<file path="src/rtl/seq_serializer.sv">
// Word-to-bit serializer: DEPTH-entry FIFO feeding a shift FSM, one bit per clock on bout, gapless between words.
// Latency: first bit on bout one edge after a push into an idle, empty block. Backpressure: din_ready = !full.
module seq_serializer #(
    parameter int   WIDTH    = 8,
    parameter int   DEPTH    = 4,
    parameter logic IDLE_BIT = 1'b0
) (
    input  logic                     clk,
    input  logic                     reset,
    input  logic [WIDTH-1:0]         din,
    input  logic                     din_valid,
    output logic                     din_ready,
    input  logic                     msb_first,
    output logic                     bout,
    output logic                     bout_valid,
    output logic                     byte_done,
    output logic                     busy,
    output logic [$clog2(DEPTH):0]   level
);
    localparam int AW = $clog2(DEPTH);
    localparam int CW = $clog2(WIDTH);

    typedef enum logic {IDLE, SHIFT} state_t;

    state_t            state_q, state_d;
    logic [WIDTH-1:0]  shreg_q, shreg_d;
    logic [CW-1:0]     cnt_q, cnt_d;
    logic              dir_q, dir_d;
    logic              bout_q, bout_d;
    logic [AW-1:0]     wr_ptr_q, wr_ptr_d;
    logic [AW-1:0]     rd_ptr_q, rd_ptr_d;
    logic [AW:0]       count_q, count_d;
    logic [WIDTH-1:0]  mem_q [DEPTH];

    logic              full, empty, push, pop;
    logic [WIDTH-1:0]  head;

    assign full  = (count_q == (AW+1)'(DEPTH));
    assign empty = (count_q == '0);
    assign push  = din_valid && !full;
    assign head  = mem_q[rd_ptr_q];

    always_comb begin
        state_d = state_q;
        shreg_d = shreg_q;
        cnt_d   = cnt_q;
        dir_d   = dir_q;
        bout_d  = bout_q;
        pop     = 1'b0;
        case (state_q)
            IDLE: begin
                if (!empty) pop = 1'b1;
                else        bout_d = IDLE_BIT;
            end
            SHIFT: begin
                if (cnt_q != '0) begin
                    bout_d  = dir_q ? shreg_q[WIDTH-1] : shreg_q[0];
                    shreg_d = dir_q ? (shreg_q << 1) : (shreg_q >> 1);
                    cnt_d   = cnt_q - CW'(1);
                end else if (!empty) begin
                    pop = 1'b1;
                end else begin
                    bout_d  = IDLE_BIT;
                    state_d = IDLE;
                end
            end
            default: state_d = IDLE;
        endcase
        // shreg holds only the bits not yet on bout, pre-aligned for the chosen order
        if (pop) begin
            dir_d   = msb_first;
            bout_d  = msb_first ? head[WIDTH-1] : head[0];
            shreg_d = msb_first ? (head << 1) : (head >> 1);
            cnt_d   = CW'(WIDTH-1);
            state_d = SHIFT;
        end
    end

    always_comb begin
        wr_ptr_d = push ? wr_ptr_q + AW'(1) : wr_ptr_q;
        rd_ptr_d = pop  ? rd_ptr_q + AW'(1) : rd_ptr_q;
        count_d  = count_q;
        if (push && !pop)      count_d = count_q + (AW+1)'(1);
        else if (!push && pop) count_d = count_q - (AW+1)'(1);
    end

    always_ff @(posedge clk or posedge reset) begin
        if (reset) begin
            state_q  <= IDLE;
            shreg_q  <= '0;
            cnt_q    <= '0;
            dir_q    <= 1'b0;
            bout_q   <= IDLE_BIT;
            wr_ptr_q <= '0;
            rd_ptr_q <= '0;
            count_q  <= '0;
        end else begin
            state_q  <= state_d;
            shreg_q  <= shreg_d;
            cnt_q    <= cnt_d;
            dir_q    <= dir_d;
            bout_q   <= bout_d;
            wr_ptr_q <= wr_ptr_d;
            rd_ptr_q <= rd_ptr_d;
            count_q  <= count_d;
        end
    end

    always_ff @(posedge clk) begin
        if (push) mem_q[wr_ptr_q] <= din;
    end

    assign din_ready  = !full;
    assign bout       = bout_q;
    assign bout_valid = (state_q == SHIFT);
    assign byte_done  = (state_q == SHIFT) && (cnt_q == '0);
    assign busy       = !empty || (state_q == SHIFT);
    assign level      = count_q;
endmodule

</file>
<file path="config.mk">
export PLATFORM = sky130hd
export DESIGN_NAME = seq_serializer
export DESIGN_NICKNAME = d
export VERILOG_FILES = /design/src/rtl/seq_serializer.sv
export SDC_FILE = /design/constraint.sdc
export NUM_CORES = 1
export LEC_CHECK = 0
export BUFFER_PORTS_ARGS = -buffer_cell sky130_fd_sc_hd__clkbuf_2
export CAP_MARGIN = 20
export CORE_MARGIN = 3
export CORE_UTILIZATION = 50
export DETAILED_ROUTE_END_ITERATION = 8
export MAX_ROUTING_LAYER = met4
export PLACE_DENSITY = 0.66
export SETUP_SLACK_MARGIN = 0.15
export SLEW_MARGIN = 15
export SYNTH_ARGS = -nofsm -noshare
export SYNTH_HDL_FRONTEND = slang
export SYNTH_SLANG_ARGS = --single-unit
</file>
<file path="constraint.sdc">
create_clock -name clk -period 3.2 [get_ports clk]
set_input_delay 0.48 -clock clk [delete_from_list [all_inputs] [get_ports clk]]
set_output_delay 0.48 -clock clk [all_outputs]
set_load 0.005 [all_outputs]
</file>
==> results.cfg, run 1 <==
[worst_hold_path]
min_path_type = in2async

[cts]
cts_root_buf = clkbuf_8
h-tree-depth = 2
postCtsResizedCells = 0
cts_buffers = 5
clk_pin_slew_ns = 0.09
clockBufferDepth = 2
post_cts_buffers = 0
clk_latency_ns = 0.30
hold_buffers = 0
numClockSinks = 53
cts_tree = yes

[die]
die_h_um = 77.0
die_width_um = 77.0
initial_core_util_pct = 52.7
dieArea_sq_um = 5930
core-area_sq_um = 4790
rows = 25
io_pins = 20

[yosys]
syn-num-nets = 189
synth-seq-area-share_pct = 58.9
synth_area_leaders = edfxtp_1, dfrtp_1, mux4_2, mux2i_1, mux2_4
yosysMostFrequentCell = edfxtp_1
ys_warn_count = 0
synth_edf_count = 32
synthCells = 169
synth_area_sq_um = 2520
synth_top_cell_by_area = edfxtp_1
ys_top_cells_by_count = edfxtp_1, dfrtp_1, mux2i_1
yosys.area.top_type_share_pct = 38.1
ys_types = 39
async_reset_ff_share_pct = 39.6
ys.flop_type = edfxtp_1
avgSynthCellArea_sq_um = 14.9
ys_ff_latch = 53

[drt]
detail-route-antenna-nets = 0
drcViolationCount = 0
wl_um = 4330
vias_per_cell = 5.50
dr.pass1.iters = 5
drt-initial-drc-count = 97
wl_per_cell_um = 16.7
vias = 1425

[timing]
worst_pin_slew_ns = 0.841
finClkSkew_ns = 0.00446
final-setup-viol-count = 0
setup_tns_ns = 0
min_period_over_period_pct = 76.4
rsz0062_at_grt = no
timing.fmax_mhz = 409
max_slew_margin_pct = 43.9
maxSlewViolCount = 0
layout_min_cycle_time_ns = 2.45
final_hold_viol_count = 0

[critical_path]
timing.critical_path.slowest_stage_cell = a21oi_2
crit_fanout = 7
critical_path_arrival_ns = 2.63
path_class = reg2reg
crit_buf_inv = 3
setup.worst_path.start_class = flop
worstSetupStartpoint = cnt_q[0]$_DFFE_PP0P_
cp-end-kind = flop
cp_top_family = adder cells
worstReg2RegStart = cnt_q[0]$_DFFE_PP0P_
cpPeakStageDelay_ns = 0.40
path_cells = inv_1 -> ha_1 -> nand2b_1 -> a21oi_2 -> inv_2 -> ha_1 -> inv_1 -> fa_1 -> mux2_2
worstPathRequired_ns = 3.39

[cells_and_area]
drive_gt1_share_pct = 28.1
seq_area_sq_um = 1490
fillCellCount = 381
fin_nets = 211
multiInputGateArea_sq_um = 963
area.growth.synth_to_final_pct = 11.1
antennaDiodeCount = 0

[power_and_ir_drop]
peakVddDrop_v = 0.000449
power.total_w = 0.00251
p_leak_nw = 1.13
power.density_nw_per_um2 = 896

[global_routing]
grt_pass1_wl_um = 7220
grt_pass1_vias = 1458
grt_max_degree = 22
grtUsageTotal_pct = 16.3
grt_antenna_before_repair = 0
overflow = 0

[placed_design]
gp_congestion = 0.807
portBuffers = 19
dp_hpwl_um = 3210

[status]
status = completed

[job]
max_cap_violations = 0
## power by group
part	internal [W]	switching, W	total (W)	leakage, nW
Combinational	0.000489	0.000431	0.000921	0.532
Sequential	0.000939	0.000190	0.00113	0.545
Clock	0.000254	0.000206	0.000460	0.0574
Total	0.00168	0.000827	0.00251	1.13
## metrics by stage
step	worst slack, ns	instances	hold WS [ns]	utilization [%]	area [sq um]
after global placement	0.900	251	0.516	56.0	2680
after detailed placement	0.783	251	0.528	56.0	2680
after floorplan	0.988	169	0.457	-	2520
after CTS	0.764	259	0.338	58.5	2800
after global routing	0.650	259	0.375	58.5	2800
final	0.755	259	0.321	58.5	2800
## routing by layer
layer | GRT usage [%] | part of all wire (%)
met3 | 3.52 | 4.5
met2 | 27.5 | 51
met5 | - | 0
met4 | 4.80 | 0.88
met1 | 19.9 | 43
## cell usage in the layout, fill, tap and decap left out, types with 2 or more instances in the layout
| cell type | instances |
|---|---|
| a21oi_1 | 5 |
| nand2_1 | 6 |
| mux2_4 | 6 |
| dfrtp_1 | 21 |
| buf_4 | 2 |
| mux2i_1 | 11 |
| xor2_1 | 3 |
| edfxtp_1 | 32 |
| nor2_1 | 10 |
| xnor2_1 | 3 |
| ha_1 | 7 |
| clkbuf_8 | 6 |
| inv_1 | 6 |
| nand2b_1 | 2 |
| and3_1 | 4 |
| a21oi_2 | 2 |
| clkbuf_2 | 19 |
| a22oi_1 | 3 |
| o21ai_1 | 2 |
| o22ai_1 | 2 |
| nor3_1 | 2 |
| mux2_2 | 4 |
| inv_2 | 3 |
| a221o_1 | 2 |
| nand3_1 | 2 |
| or3_1 | 2 |
| mux2_1 | 3 |
| mux4_2 | 10 |
## cell type report
class,count,share of cell area (%)
inverters,10,1.34
multi-input cells,100,34.4
clock buffers,6,2.95
repair buffers,21,3.93
flip-flops and latches,53,53.1
clock inverters,2,1.34
well taps,67,2.99
## registers in the layout (all words and copies together) (netlist names)
signal / flops
wr_ptr_q: 2
shreg_q: 8
bout_valid: 1
bout: 1
dir_q: 1
level: 3
rd_ptr_q: 2
cnt_q: 3
mem_q: 32
## final timing paths
path	end	slack, ns	depth (start not counted)
setup / recovery	level[1]$_DFFE_PP0P_	0.75	9
hold / removal	level[0]$_DFFE_PP0P_	0.32	2
setup reg to reg	level[1]$_DFFE_PP0P_	0.75	9
hold reg to reg	level[2]$_DFFE_PP0P_	0.55	1
max in group asynchronous	shreg_q[3]$_DFFE_PP0P_	2.37	2
min in group clk	mem_q[2][1]$_DFFE_PP_	0.39	1
## cells by family (layout without fill, tap and decap cells)
logic type      count (synthesis)  in the layout  synth area share [%]
compound gates                 22             22                  6.20
xor+xnor                        6              6                  2.08
fa+ha+maj                       8              8                  4.27
buf+inv                        16             39                  2.88
flops                          53             53                  58.9
mux                            34             34                  20.0
simple gates                   30             30                  5.65
(Power assumes the default switching activity.)
==> inputs of run 2 (changes only) <==
==> constraint.sdc (replaced) <==
create_clock -name clk -period 2.5 [get_ports clk]
set_input_delay 0.375 -clock clk [delete_from_list [all_inputs] [get_ports clk]]
set_output_delay 0.375 -clock clk [all_outputs]
set_load 0.005 [all_outputs]
==> run 2 against run 1 <==
Against the previous run:
- critical endpoint unchanged
- worst hold slack got worse by 0.14 ns
- die area unchanged
- sequential share of layout area is 0.54 points lower
- sequential power increased by 27%
==> results.cfg, run 2 (synthesis gave the netlist of run 1 again) <==
[die]
initial_core_util_pct = 52.7
die_h_um = 77.0
rows = 25
core-area_sq_um = 4790
die_width_um = 77.0
io_pins = 20
dieArea_sq_um = 5930

[critical_path]
worstPathRequired_ns = 2.69
crit_buf_inv = 3
cp-end-kind = flop
crit_fanout = 5
cpPeakStageDelay_ns = 0.40
path_cells = inv_1 -> ha_1 -> nand2b_4 -> a21oi_2 -> inv_2 -> ha_1 -> inv_1 -> fa_1 -> mux2_2
timing.critical_path.slowest_stage_cell = fa_1
cp_top_family = adder cells
critical_path_arrival_ns = 2.31
path_class = reg2reg
setup.worst_path.start_class = flop

[cells_and_area]
largest_registers = mem_q: 32 flops, shreg_q: 8 flops
fin_cells = 260
largest_reg_flops = 32
antennaDiodeCount = 0
drive_gt1_share_pct = 29.0
layout_commonest_cell = edfxtp_1
area.growth.synth_to_final_pct = 12.2
final_cell_mix = edfxtp_1, dfrtp_1, clkbuf_2, mux2i_1
top_register = mem_q
postLayoutCellArea_sq_um = 2830
fin_nets = 212
fillCellCount = 381

[timing]
final-setup-viol-count = 0
min_period_over_period_pct = 84.7
final_hold_viol_count = 0
max_slew_margin_pct = 47.6
rsz0062_at_grt = no
worst_pin_slew_ns = 0.785
maxSlewViolCount = 0
finClkSkew_ns = 0.00901
layout_min_cycle_time_ns = 2.12
timing.fmax_mhz = 472
setup_tns_ns = 0

[placed_design]
dp_cells = 252
place_area_sq_um = 2690
portBuffers = 19
gp_congestion = 0.788
dp_hpwl_um = 3160

[drt]
vias_per_cell = 5.47
drcViolationCount = 0
vias = 1421
wl_per_cell_um = 16.4
drt-initial-drc-count = 70
wl_um = 4270
detail-route-antenna-nets = 0
dr.pass1.iters = 4

[cts]
cts_tree = yes
cts_buffers = 5
clockBufferDepth = 2
cts_root_buf = clkbuf_8
clk_latency_ns = 0.30
numClockSinks = 53
h-tree-depth = 2
clk_pin_slew_ns = 0.10

[status]
status = completed

[global_routing]
overflow = 0
grt_pass1_wl_um = 7130
grt_pass1_vias = 1451
grt_max_degree = 22
grt_antenna_before_repair = 0
grtUsageTotal_pct = 16.0

[power_and_ir_drop]
power.density_nw_per_um2 = 1160
peakVddDrop_v = 0.000615
p_leak_nw = 1.16

[job]
max_cap_violations = 0

[worst_hold_path]
min_path_type = in2async
-- run 2: cell types whose count changed in the layout (fill, tap and decap cells not counted) --
cell        delta
clkinvlp_4     -1
clkbuf_8       -1
nand2b_4       +1
bufinv_16      +1
nand2b_1       -1
clkinv_2       +1
buf_4          +1
-- run 2: where the power goes --
part | internal (W) | switching [W]
clock | 0.000397 | 0.000272
combinational | 0.000640 | 0.000546
sequential | 0.00120 | 0.000238
total | 0.00224 | 0.00106
-- run 2: metal layers --
layer	part of all wire [%]	GRT usage (%)	up-vias
li1	-	-	680
met3	4.1	3.40	7
met1	43	19.2	702
met5	0	-	-
met4	1.5	6.23	0
met2	52	26.7	32
-- run 2: area by class of cell --
| cell class | instances | area, sq um | area share [%] |
|---|---|---|---|
| inverters | 10 | 37.5 | 1.33 |
| flip-flops and latches | 53 | 1490 | 52.5 |
| clock buffers | 5 | 68.8 | 2.43 |
| well taps | 67 | 83.8 | 2.96 |
| clock inverters | 3 | 65.1 | 2.30 |
| multi-input cells | 100 | 971 | 34.3 |
| repair buffers | 22 | 118 | 4.16 |
-- run 2: worst paths after layout --
check,from,to,slack (ns),depth (start not counted)
min in group clk,din[4],mem_q[0][4]$_DFFE_PP_,0.28,1
min,reset,shreg_q[7]$_DFFE_PP0P_,0.18,2
max reg2reg,cnt_q[0]$_DFFE_PP0P_,level[1]$_DFFE_PP0P_,0.38,9
min reg2reg,level[2]$_DFFE_PP0P_,level[2]$_DFFE_PP0P_,0.55,1
max in group asynchronous,reset,wr_ptr_q[1]$_DFFE_PP0P_,1.82,2
max,cnt_q[0]$_DFFE_PP0P_,level[1]$_DFFE_PP0P_,0.38,9
-- run 2: through the flow --
stage          hold WS (ns)  power [W]  worst slack, ns  utilization, %
2_1_floorplan         0.352    0.00235            0.288               -
3_3_place_gp          0.516    0.00259            0.414            56.2
3_5_place_dp          0.533    0.00266            0.323            56.2
4_1_cts               0.209    0.00332            0.312            59.0
5_1_grt               0.257    0.00354            0.184            59.1
6_report              0.182    0.00329            0.382            59.1
-- run 2: repair_timing --
action	in CTS	in global routing
gates resized for setup	0	1
buffers inserted	0	0
hold buffers	0	0
endpoints found under the setup margin	0	1
==> inputs of run 3 (changes only) <==
==> constraint.sdc (replaced) <==
create_clock -name clk -period 2.16 [get_ports clk]
set_input_delay 0.324 -clock clk [delete_from_list [all_inputs] [get_ports clk]]
set_output_delay 0.324 -clock clk [all_outputs]
set_load 0.005 [all_outputs]
==> run 3 against run 2 <==
Against the previous run:
- utilization is 2.5 points higher
- register-to-register slack worse by 0.18 ns
- clock-buffer cell count stayed put
- global-route usage is 0.84 points higher
- die area stayed put
- critical path depth stayed put
- critical endpoint is now level[2]$_DFFE_PP0P_
- largest power group is now combinational cells
==> results.cfg, run 3 (synthesis gave the netlist of run 1 again) <==
[status]
status = completed

[cts]
h-tree-depth = 2
cts_root_buf = clkbuf_8
numClockSinks = 53
clockBufferDepth = 2
cts_buffers = 5
clk_pin_slew_ns = 0.09
cts_tree = yes
clk_latency_ns = 0.31

[cells_and_area]
largest_reg_flops = 32
antennaDiodeCount = 0
final_cell_mix = edfxtp_1, clkbuf_2, dfrtp_1, buf_4, mux2i_1
layout_commonest_cell = edfxtp_1
largest_registers = mem_q: 32 flops, shreg_q: 8 flops
fin_nets = 226
area.growth.synth_to_final_pct = 16.9
fillCellCount = 357
drive_gt1_share_pct = 39.1
top_register = mem_q

[drt]
dr.pass1.iters = 4
vias = 1482
wl_um = 4590
drt-initial-drc-count = 139
wl_per_cell_um = 16.8
vias_per_cell = 5.41
drcViolationCount = 0
detail-route-antenna-nets = 0

[placed_design]
place_worst_setup_slack_ns = 0.0183
gp_congestion = 0.748
portBuffers = 19
dp_hpwl_um = 3120

[power_and_ir_drop]
p_seq_share_pct = 42.3
p_int_w = 0.00255
power.density_nw_per_um2 = 1320
pwr-share-comb_pct = 43.3
clkPwrFrac_pct = 14.4
peakVddDrop_v = 0.000711
swShare_pct = 34.3
p_leak_nw = 1.21
p_switching_w = 0.00133

[die]
initial_core_util_pct = 52.7
io_pins = 20
die_h_um = 77.0
die_width_um = 77.0
core-area_sq_um = 4790
rows = 25
dieArea_sq_um = 5930

[timing]
final-setup-viol-count = 0
worst_pin_slew_ns = 0.783
setup_slack_ns = 0.200
maxSlewViolCount = 0
setup_tns_ns = 0
rsz0062_at_grt = yes
timing.fmax_mhz = 510
finClkSkew_ns = 0.00816
max_slew_margin_pct = 47.8
min_period_over_period_pct = 90.8
final_hold_viol_count = 0
layout_min_cycle_time_ns = 1.96

[global_routing]
grt_pass1_wl_um = 7400
overflow = 0
grtUsageTotal_pct = 16.9
grt_max_degree = 22
grt_pass1_vias = 1538
grt_antenna_before_repair = 0

[worst_hold_path]
min_path_type = in2async

[job]
max_cap_violations = 0

[critical_path]
cp-end-kind = flop
worstPathRequired_ns = 2.40
crit_fanout = 4
critical_path_arrival_ns = 2.20
path_class = reg2reg
setup.worst_path.start_class = flop
==> run 3: cell count changes in the layout (fill, tap and decap cells not counted), sizes merged <==
cell | before | now
bufinv | 2 | 0
buf | 3 | 17
clkinv | 2 | 4
==> run 3: cell type report <==
type,instances,area [sq um],area share [%]
clock buffers,5,68.8,2.33
clock inverters,3,22.5,0.764
flip-flops and latches,53,1490,50.5
repair buffers,36,223,7.55
inverters,10,37.5,1.27
multi-input cells,100,1020,34.7
well taps,67,83.8,2.84
==> run 3: worst max-delay path: stages (launching register included) <==
cell	delay (ns)
dfrtp_2	0.45
nor3_4	0.25
a21oi_4	0.05
inv_2	0.11
ha_4	0.15
inv_2	0.03
fa_1	0.40
xor2_1	0.17
nor2_1	0.14
xor2_1	0.14
==> run 3: power groups by stage <==
stage	logic, W	registers, W	clock network, W
after global placement	0.00144	0.00165	0
after global routing	0.00186	0.00168	0.000617
after CTS	0.00155	0.00165	0.000567
after detailed placement	0.00150	0.00167	0
final	0.00168	0.00164	0.000560
after floorplan	0.00123	0.00156	0
==> run 3: path summary, 6_finish.rpt <==
check,cells after the start,end,start,slack [ns]
setup / recovery,9,level[2]$_DFFE_PP0P_,level[1]$_DFFE_PP0P_,0.20
hold / removal,2,level[0]$_DFFE_PP0P_,reset,0.12
setup reg to reg,9,level[2]$_DFFE_PP0P_,level[1]$_DFFE_PP0P_,0.20
hold reg to reg,2,shreg_q[6]$_DFFE_PP0P_,shreg_q[6]$_DFFE_PP0P_,0.55
max in group asynchronous,2,level[2]$_DFFE_PP0P_,reset,1.50
min in group clk,1,mem_q[3][1]$_DFFE_PP_,din[1],0.22
==> run 3: per-layer routing <==
metal / up-vias / global-route usage, % / routed length, um
li1: 712 / - / -
met1: 729 / 21.0 / 1980
met2: 34 / 27.0 / 2360
met3: 7 / 3.29 / 172
met4: 0 / 7.47 / 86
met5: - / - / 0
==> run 3: stage by stage <==
| step | cell area [sq um] | std cells | util (%) | power [W] | hold slack (ns) |
|---|---|---|---|---|---|
| after floorplan | 2560 | 169 | - | 0.00278 | 0.301 |
| after global placement | 2740 | 254 | 57.3 | 0.00309 | 0.485 |
| after detailed placement | 2740 | 254 | 57.3 | 0.00316 | 0.493 |
| after CTS | 2850 | 264 | 59.6 | 0.00376 | 0.161 |
| after global routing | 2950 | 274 | 61.6 | 0.00416 | 0.193 |
| final | 2950 | 274 | 61.6 | 0.00389 | 0.123 |
==> run 3: what timing repair did <==
action / in CTS / in global routing
pin swaps: 0 / 6
setup buffers: 2 / 10
endpoints found under the setup margin: 2 / 2
resized for setup: 5 / 6
hold buffers: 0 / 0
